## config.mk

```make
export PLATFORM = sky130hd
export DESIGN_NAME = iob_ram_tdp_bist
export DESIGN_NICKNAME = d
export VERILOG_FILES = /design/src/rtl/iob_ram_tdp_bist_pkg.sv /design/src/rtl/iob_ram_tdp_bist_chk.sv /design/src/rtl/iob_ram_tdp_bist.sv
export SDC_FILE = /design/constraint.sdc
export NUM_CORES = 1
export LEC_CHECK = 0
export ABC_AREA = 1
export BUFFER_PORTS_ARGS = -buffer_cell sky130_fd_sc_hd__buf_2
export CORE_ASPECT_RATIO = 0.7
export CORE_MARGIN = 4
export CORE_UTILIZATION = 40
export DETAILED_ROUTE_END_ITERATION = 7
export PLACE_DENSITY = 0.69
export SYNTH_ARGS = -nofsm -noshare
export SYNTH_HDL_FRONTEND = slang
export SYNTH_SLANG_ARGS = --single-unit
```

## constraint.sdc

```tcl
create_clock -name clk_i -period 1.8 [get_ports clk_i]
set_clock_uncertainty 0.05 [all_clocks]
set_input_delay 0.36 -clock clk_i [delete_from_list [all_inputs] [get_ports clk_i]]
set_output_delay 0.36 -clock clk_i [all_outputs]
set_load 0.005 [all_outputs]
```

## src/rtl/iob_ram_tdp_bist_pkg.sv

```systemverilog
// Shared types for the iob_ram_tdp BIST initiator: FSM state encoding and failure phase codes.
// RD_X is only reachable when IOB_RAM_TDP_BIST_CROSS_EN is defined.
package iob_ram_tdp_bist_pkg;

    typedef enum logic [2:0] {
        ST_IDLE = 3'd0,
        ST_WR_A = 3'd1,
        ST_RD_A = 3'd2,
        ST_WR_B = 3'd3,
        ST_RD_B = 3'd4,
        ST_RD_X = 3'd5,
        ST_DONE = 3'd6
    } state_t;

    localparam logic [1:0] PH_NONE = 2'd0;
    localparam logic [1:0] PH_A    = 2'd1;
    localparam logic [1:0] PH_B    = 2'd2;
    localparam logic [1:0] PH_X    = 2'd3;

endpackage

```

## src/rtl/iob_ram_tdp_bist_chk.sv

```systemverilog
// One-cycle compare stage: captures expected word, phase and address of an issued read,
// then checks the RAM output on the following cycle and strobes o_mis on a difference.
module iob_ram_tdp_bist_chk
    import iob_ram_tdp_bist_pkg::*;
#(
    parameter int DATA_W = 8,
    parameter int ADDR_W = 4
) (
    input  logic              clk_i,
    input  logic              arst_n_i,
    input  logic              i_vld,
    input  logic [1:0]        i_phase,
    input  logic [ADDR_W-1:0] i_addr,
    input  logic [DATA_W-1:0] i_exp,
    input  logic [DATA_W-1:0] i_dA,
    input  logic [DATA_W-1:0] i_dB,
    output logic              o_mis,
    output logic [1:0]        o_phase,
    output logic [ADDR_W-1:0] o_addr,
    output logic [DATA_W-1:0] o_data
);

    logic              r_vld;
    logic [1:0]        r_phase;
    logic [ADDR_W-1:0] r_addr;
    logic [DATA_W-1:0] r_exp;
    logic [DATA_W-1:0] w_rd;

    always_ff @(posedge clk_i or negedge arst_n_i) begin
        if (!arst_n_i) begin
            r_vld   <= 1'b0;
            r_phase <= PH_NONE;
            r_addr  <= '0;
            r_exp   <= '0;
        end else begin
            r_vld   <= i_vld;
            r_phase <= i_phase;
            r_addr  <= i_addr;
            r_exp   <= i_exp;
        end
    end

    // Only the B phase reads through port B; A and cross phases read port A.
    assign w_rd    = (r_phase == PH_B) ? i_dB : i_dA;
    assign o_mis   = r_vld && (w_rd != r_exp);
    assign o_phase = r_phase;
    assign o_addr  = r_addr;
    assign o_data  = w_rd;

endmodule

```

## src/rtl/iob_ram_tdp_bist.sv

```systemverilog
// BIST initiator for iob_ram_tdp: write/read-back of an incremental pattern on port A, then port B.
// Define IOB_RAM_TDP_BIST_CROSS_EN to add RD_X (port A re-read of the port B pattern).
module iob_ram_tdp_bist
    import iob_ram_tdp_bist_pkg::*;
#(
    parameter int DATA_W    = 8,
    parameter int ADDR_W    = 4,
    parameter int SEQ_A_INI = 32,
    parameter int SEQ_B_INI = 64
) (
    input  logic              clk_i,
    input  logic              arst_n_i,
    input  logic              start_i,
    output logic              busy_o,
    output logic              done_o,
    output logic              pass_o,
    output logic [1:0]        fail_phase_o,
    output logic [ADDR_W-1:0] fail_addr_o,
    output logic [DATA_W-1:0] fail_data_o,
    output logic              enA_o,
    output logic              weA_o,
    output logic [ADDR_W-1:0] addrA_o,
    output logic [DATA_W-1:0] dA_o,
    input  logic [DATA_W-1:0] dA_i,
    output logic              enB_o,
    output logic              weB_o,
    output logic [ADDR_W-1:0] addrB_o,
    output logic [DATA_W-1:0] dB_o,
    input  logic [DATA_W-1:0] dB_i
);

    localparam logic [DATA_W-1:0] SEQ_A = DATA_W'(SEQ_A_INI);
    localparam logic [DATA_W-1:0] SEQ_B = DATA_W'(SEQ_B_INI);
    localparam logic [ADDR_W:0]   LAST  = {1'b0, {ADDR_W{1'b1}}};
    localparam logic [ADDR_W:0]   DRAIN = {1'b1, {ADDR_W{1'b0}}};

    function automatic logic [DATA_W-1:0] f_pat(input logic [ADDR_W:0] i, input logic [DATA_W-1:0] base);
        return base + DATA_W'(i);
    endfunction

    state_t            r_state;
    logic [ADDR_W:0]   r_cnt;
    logic              r_busy, r_done, r_pass;
    logic [1:0]        r_fail_phase;
    logic [ADDR_W-1:0] r_fail_addr;
    logic [DATA_W-1:0] r_fail_data;
    logic              r_enA, r_weA, r_enB, r_weB;
    logic [DATA_W-1:0] r_wdata;

    logic              w_rd_vld;
    logic [1:0]        w_phase;
    logic [DATA_W-1:0] w_exp;
    logic              w_mis;
    logic [1:0]        w_mis_phase;
    logic [ADDR_W-1:0] w_mis_addr;
    logic [DATA_W-1:0] w_mis_data;

    assign w_rd_vld = (r_enA && !r_weA) || (r_enB && !r_weB);
    assign w_exp    = (r_state == ST_RD_A) ? f_pat(r_cnt, SEQ_A) : f_pat(r_cnt, SEQ_B);

    always_comb begin
        w_phase = PH_NONE;
        case (r_state)
            ST_RD_A: w_phase = PH_A;
            ST_RD_B: w_phase = PH_B;
            ST_RD_X: w_phase = PH_X;
            default: w_phase = PH_NONE;
        endcase
    end

    iob_ram_tdp_bist_chk #(
        .DATA_W (DATA_W),
        .ADDR_W (ADDR_W)
    ) u_chk (
        .clk_i    (clk_i),
        .arst_n_i (arst_n_i),
        .i_vld    (w_rd_vld),
        .i_phase  (w_phase),
        .i_addr   (r_cnt[ADDR_W-1:0]),
        .i_exp    (w_exp),
        .i_dA     (dA_i),
        .i_dB     (dB_i),
        .o_mis    (w_mis),
        .o_phase  (w_mis_phase),
        .o_addr   (w_mis_addr),
        .o_data   (w_mis_data)
    );

    always_ff @(posedge clk_i or negedge arst_n_i) begin
        if (!arst_n_i) begin
            r_state      <= ST_IDLE;
            r_cnt        <= '0;
            r_busy       <= 1'b0;
            r_done       <= 1'b0;
            r_pass       <= 1'b0;
            r_fail_phase <= PH_NONE;
            r_fail_addr  <= '0;
            r_fail_data  <= '0;
            r_enA        <= 1'b0;
            r_weA        <= 1'b0;
            r_enB        <= 1'b0;
            r_weB        <= 1'b0;
            r_wdata      <= '0;
        end else begin
            case (r_state)
                ST_IDLE, ST_DONE: begin
                    if (start_i) begin
                        r_state      <= ST_WR_A;
                        r_cnt        <= '0;
                        r_busy       <= 1'b1;
                        r_done       <= 1'b0;
                        r_pass       <= 1'b0;
                        r_fail_phase <= PH_NONE;
                        r_fail_addr  <= '0;
                        r_fail_data  <= '0;
                        r_enA        <= 1'b1;
                        r_weA        <= 1'b1;
                        r_wdata      <= SEQ_A;
                    end
                end
                ST_WR_A, ST_WR_B: begin
                    if (r_cnt == LAST) begin
                        r_state <= (r_state == ST_WR_A) ? ST_RD_A : ST_RD_B;
                        r_cnt   <= '0;
                        r_weA   <= 1'b0;
                        r_weB   <= 1'b0;
                        r_wdata <= '0;
                    end else begin
                        r_cnt   <= r_cnt + 1'b1;
                        r_wdata <= f_pat(r_cnt + 1'b1, (r_state == ST_WR_A) ? SEQ_A : SEQ_B);
                    end
                end
                ST_RD_A, ST_RD_B, ST_RD_X: begin
                    // A mismatch (including one seen on the drain cycle) ends the run immediately.
                    if (w_mis) begin
                        r_state      <= ST_DONE;
                        r_busy       <= 1'b0;
                        r_done       <= 1'b1;
                        r_pass       <= 1'b0;
                        r_fail_phase <= w_mis_phase;
                        r_fail_addr  <= w_mis_addr;
                        r_fail_data  <= w_mis_data;
                        r_enA        <= 1'b0;
                        r_weA        <= 1'b0;
                        r_enB        <= 1'b0;
                        r_weB        <= 1'b0;
                    end else if (r_cnt == LAST) begin
                        r_cnt <= DRAIN;
                        r_enA <= 1'b0;
                        r_enB <= 1'b0;
                    end else if (r_cnt == DRAIN) begin
                        r_cnt <= '0;
                        if (r_state == ST_RD_A) begin
                            r_state <= ST_WR_B;
                            r_enB   <= 1'b1;
                            r_weB   <= 1'b1;
                            r_wdata <= SEQ_B;
`ifdef IOB_RAM_TDP_BIST_CROSS_EN
                        end else if (r_state == ST_RD_B) begin
                            r_state <= ST_RD_X;
                            r_enA   <= 1'b1;
`endif
                        end else begin
                            r_state <= ST_DONE;
                            r_busy  <= 1'b0;
                            r_done  <= 1'b1;
                            r_pass  <= 1'b1;
                        end
                    end else begin
                        r_cnt <= r_cnt + 1'b1;
                    end
                end
                default: r_state <= ST_IDLE;
            endcase
        end
    end

    assign busy_o       = r_busy;
    assign done_o       = r_done;
    assign pass_o       = r_pass;
    assign fail_phase_o = r_fail_phase;
    assign fail_addr_o  = r_fail_addr;
    assign fail_data_o  = r_fail_data;
    assign enA_o        = r_enA;
    assign weA_o        = r_weA;
    assign addrA_o      = r_cnt[ADDR_W-1:0];
    assign dA_o         = r_wdata;
    assign enB_o        = r_enB;
    assign weB_o        = r_weB;
    assign addrB_o      = r_cnt[ADDR_W-1:0];
    assign dB_o         = r_wdata;

endmodule

```

==> run summary <==
RSZ-0062 raised after global routing -> true
Max transition margin -> 0.667
IO buf count -> 61
DRT antenna net count -> 0
Pleak -> 1.90 nW
CORE AREA -> 0.00587 mm2
clock buffer depth -> 2
highest cell delay on the worst timing path -> 0.45 ns
Setup Crit Path Kind -> flop to flop
share of cells above drive strength 1 -> 0.423
Synth Cell Area -> 0.00249 mm2
WHS -> 0.336 ns
Reg clk slew, reported paths -> 0.09 ns
CP Cell Sequence -> inv_4 -> nand2_4 -> nand2_2 -> nand2_1 -> nand2_1 -> nand3_1 -> nor2_2 -> nand2_2 -> nand3_4 -> clkinvlp_4 -> nand3_2 -> nand2_1
Rows -> 23
register area share after synthesis -> 0.462
Tcrit/Tclk final -> 1.09
grt ovf -> 0
fin crit period -> 1.96 ns
root buffer cell -> clkbuf_8
post-synthesis average cell area -> 7.83 um2
Die X-Extent -> 102 um
DRT Pass-1 Iters -> 4
die area -> 0.00757 mm2
FMAX -> 511 MHz
Pins Over Slew Limit -> 0
WP buf/inv -> 2
starting density of the core -> 0.424
Max Cap Viol -> 0
failing checks -> setup timing
first-pass GRT wire length -> 11000 um
Worst Path Max Fanout -> 7
Worst-Skew Late Latency -> 0.30 ns
Avg WL per Cell -> 14.3 um
antenna violations before repair -> 0
worst setup margin -> -0.156 ns
Min-Delay Path Class -> input port to flop
Finished Core Util -> 0.581
final setup fails -> 36
most common cell after layout, fill and taps aside -> nand2_1
Yosys cell types -> 27
Post-Layout Cell Count -> 491
Placer Congestion -> 0.926
Critical Path RT -> 1.94 ns
Synth Instances -> 318
Vias per Instance -> 4.93
arrival time at the worst endpoint -> 2.09 ns
Seq cells post-synth -> 46
Detail Placement HPWL -> 5020 um
post-placement cell count -> 468
drc violations -> 0
outcome -> complete, but fails checks
Critical Path Start Type -> flop
# fillers -> 535
routed wire length -> 7020 um
most frequent cells in the layout -> nand2_1, buf_2, dfrtp_1, buf_4, inv_1
Area growth syn-to-layout -> 36.9%
H-tree depth -> 2
most used cell, CP -> nand2_1
CTS Sinks -> 46
CTS Buf Count -> 5
Crit path max-delay family -> simple AND/OR/NAND/NOR gates
IO Count -> 64
vias in the first global route -> 2299
Fin. Hold Viols -> 0
DRT iter0 DRCs -> 139
slowest CP cell -> dfrtp_1
CTS tree -> built
Final nets -> 439
n_diodes -> 0
peak supply drop -> 0.772 mV
Vias -> 2422
GRT Total Usage -> 0.187
Die H -> 74.0 um
pwr/cell area -> 1700 mW/mm2
Yosys warnings -> 0
largest net degree at the start of global routing -> 27
Worst-Margin Slew -> 0.498 ns
endpoint class of the critical path -> flop
[metrics by stage]
step                      total power [mW]  setup TNS [ns]  setup slack, ns  cell area (um2)
final                                 5.79           -3.22           -0.156             3410
after floorplan                       3.51        -0.00688         -0.00367             2490
after CTS                             5.44          -0.847          -0.0663             3250
after global routing                  6.24           -8.48           -0.293             3410
after global placement                4.36           -2.99           -0.123             3000
after detailed placement              4.43           -3.56           -0.161             3000
[kinds of logic after synthesis]
kind of cell / count (synthesis) / share of synthesized area
AO/OA/AOI/OAI: 31 / 0.0699
XOR/XNOR: 2 / 0.00704
adder cells (fa/ha/maj): 4 / 0.0201
buffers and inverters: 68 / 0.137
flip-flops: 46 / 0.462
other: 1 / 0.00151
AND/OR/NAND/NOR: 166 / 0.302
[report_power, final]
group,switching [mW],internal [mW]
Combinational,2.11,1.43
Sequential,0.257,1.38
Clock,0.338,0.268
Total,2.71,3.08
[routing by layer]
metal | wire length [um] | part of all wire | GRT usage
met1 | 3380 | 0.48 | 0.287
met2 | 3060 | 0.44 | 0.276
met3 | 502 | 0.072 | 0.0328
met4 | 78 | 0.011 | 0.0393
met5 | 0 | 0 | 0
[worst reg2reg max path: cells and delay by family (launching register included)]
family,cells,cell delay [ns]
buffers and inverters,2,0.35
flip-flops,1,0.45
AND/OR/NAND/NOR,10,0.99
[registers in the layout (all words and copies together), names as in the netlist]
register	cells
fail_data_o	8
dA_o	7
r_cnt	5
fail_addr_o	4
u_chk.r_exp	4
r_state	3
u_chk.o_addr	3
fail_phase_o	2
u_chk.o_phase	2
busy_o	1
done_o	1
enA_o	1
enB_o	1
pass_o	1
u_chk.r_vld	1
weA_o	1
weB_o	1
[cells in the mapped netlist, drive strengths merged]
cell type	n	area share
a21oi	4	0.0080
a31oi	1	0.0050
buf	21	0.066
conb	1	0.0015
dfrtp	46	0.46
ha	4	0.020
inv	47	0.071
nand2	101	0.17
nand3	34	0.072
nand3b	1	0.0030
nand4	6	0.015
nor2	19	0.030
nor3	4	0.010
o211ai	1	0.0030
o21ai	24	0.051
o22ai	1	0.0025
or2	1	0.0025
xor2	2	0.0070
[final timing paths]
| path | from | endpoint | slack, ns | cells past startpoint |
|---|---|---|---|---|
| max | u_chk.o_phase[0]$_DFF_PN0_ | fail_data_o[1]$_DFFE_PN0P_ | -0.16 | 12 |
| min | dB_i[7] | fail_data_o[7]$_DFFE_PN0P_ | 0.34 | 3 |
| max reg2reg | u_chk.o_phase[0]$_DFF_PN0_ | fail_data_o[1]$_DFFE_PN0P_ | -0.16 | 12 |
| min reg2reg | r_cnt[4]$_DFFE_PN0P_ | u_chk.r_exp[4]$_DFF_PN0_ | 0.41 | 0 |
| max in group asynchronous | arst_n_i | r_state[1]$_DFFE_PN0P_ | 0.67 | 3 |
| min in group asynchronous | arst_n_i | fail_phase_o[0]$_DFFE_PN0P_ | 0.51 | 2 |
[layout make-up]
type,instances,area (um2),area share
inverter,47,183,0.0536
clock buffer,7,76.3,0.0224
tap,75,93.8,0.0275
timing repair buffer,108,704,0.207
sequential,46,1150,0.338
multi-input combinational,208,1200,0.351
[repair_timing]
| item | 4_1_cts | 5_1_grt |
|---|---|---|
| hold buffers | 1 | 0 |
| hold endpoints to repair | 20 | 0 |
| pin swaps | 4 | 16 |
| cloned | 3 | 0 |
| gates resized for setup | 26 | 37 |
| endpoints found under the setup margin | 36 | 36 |
| buffers inserted | 6 | 6 |
Note: power is estimated with default switching activity, not from simulation.
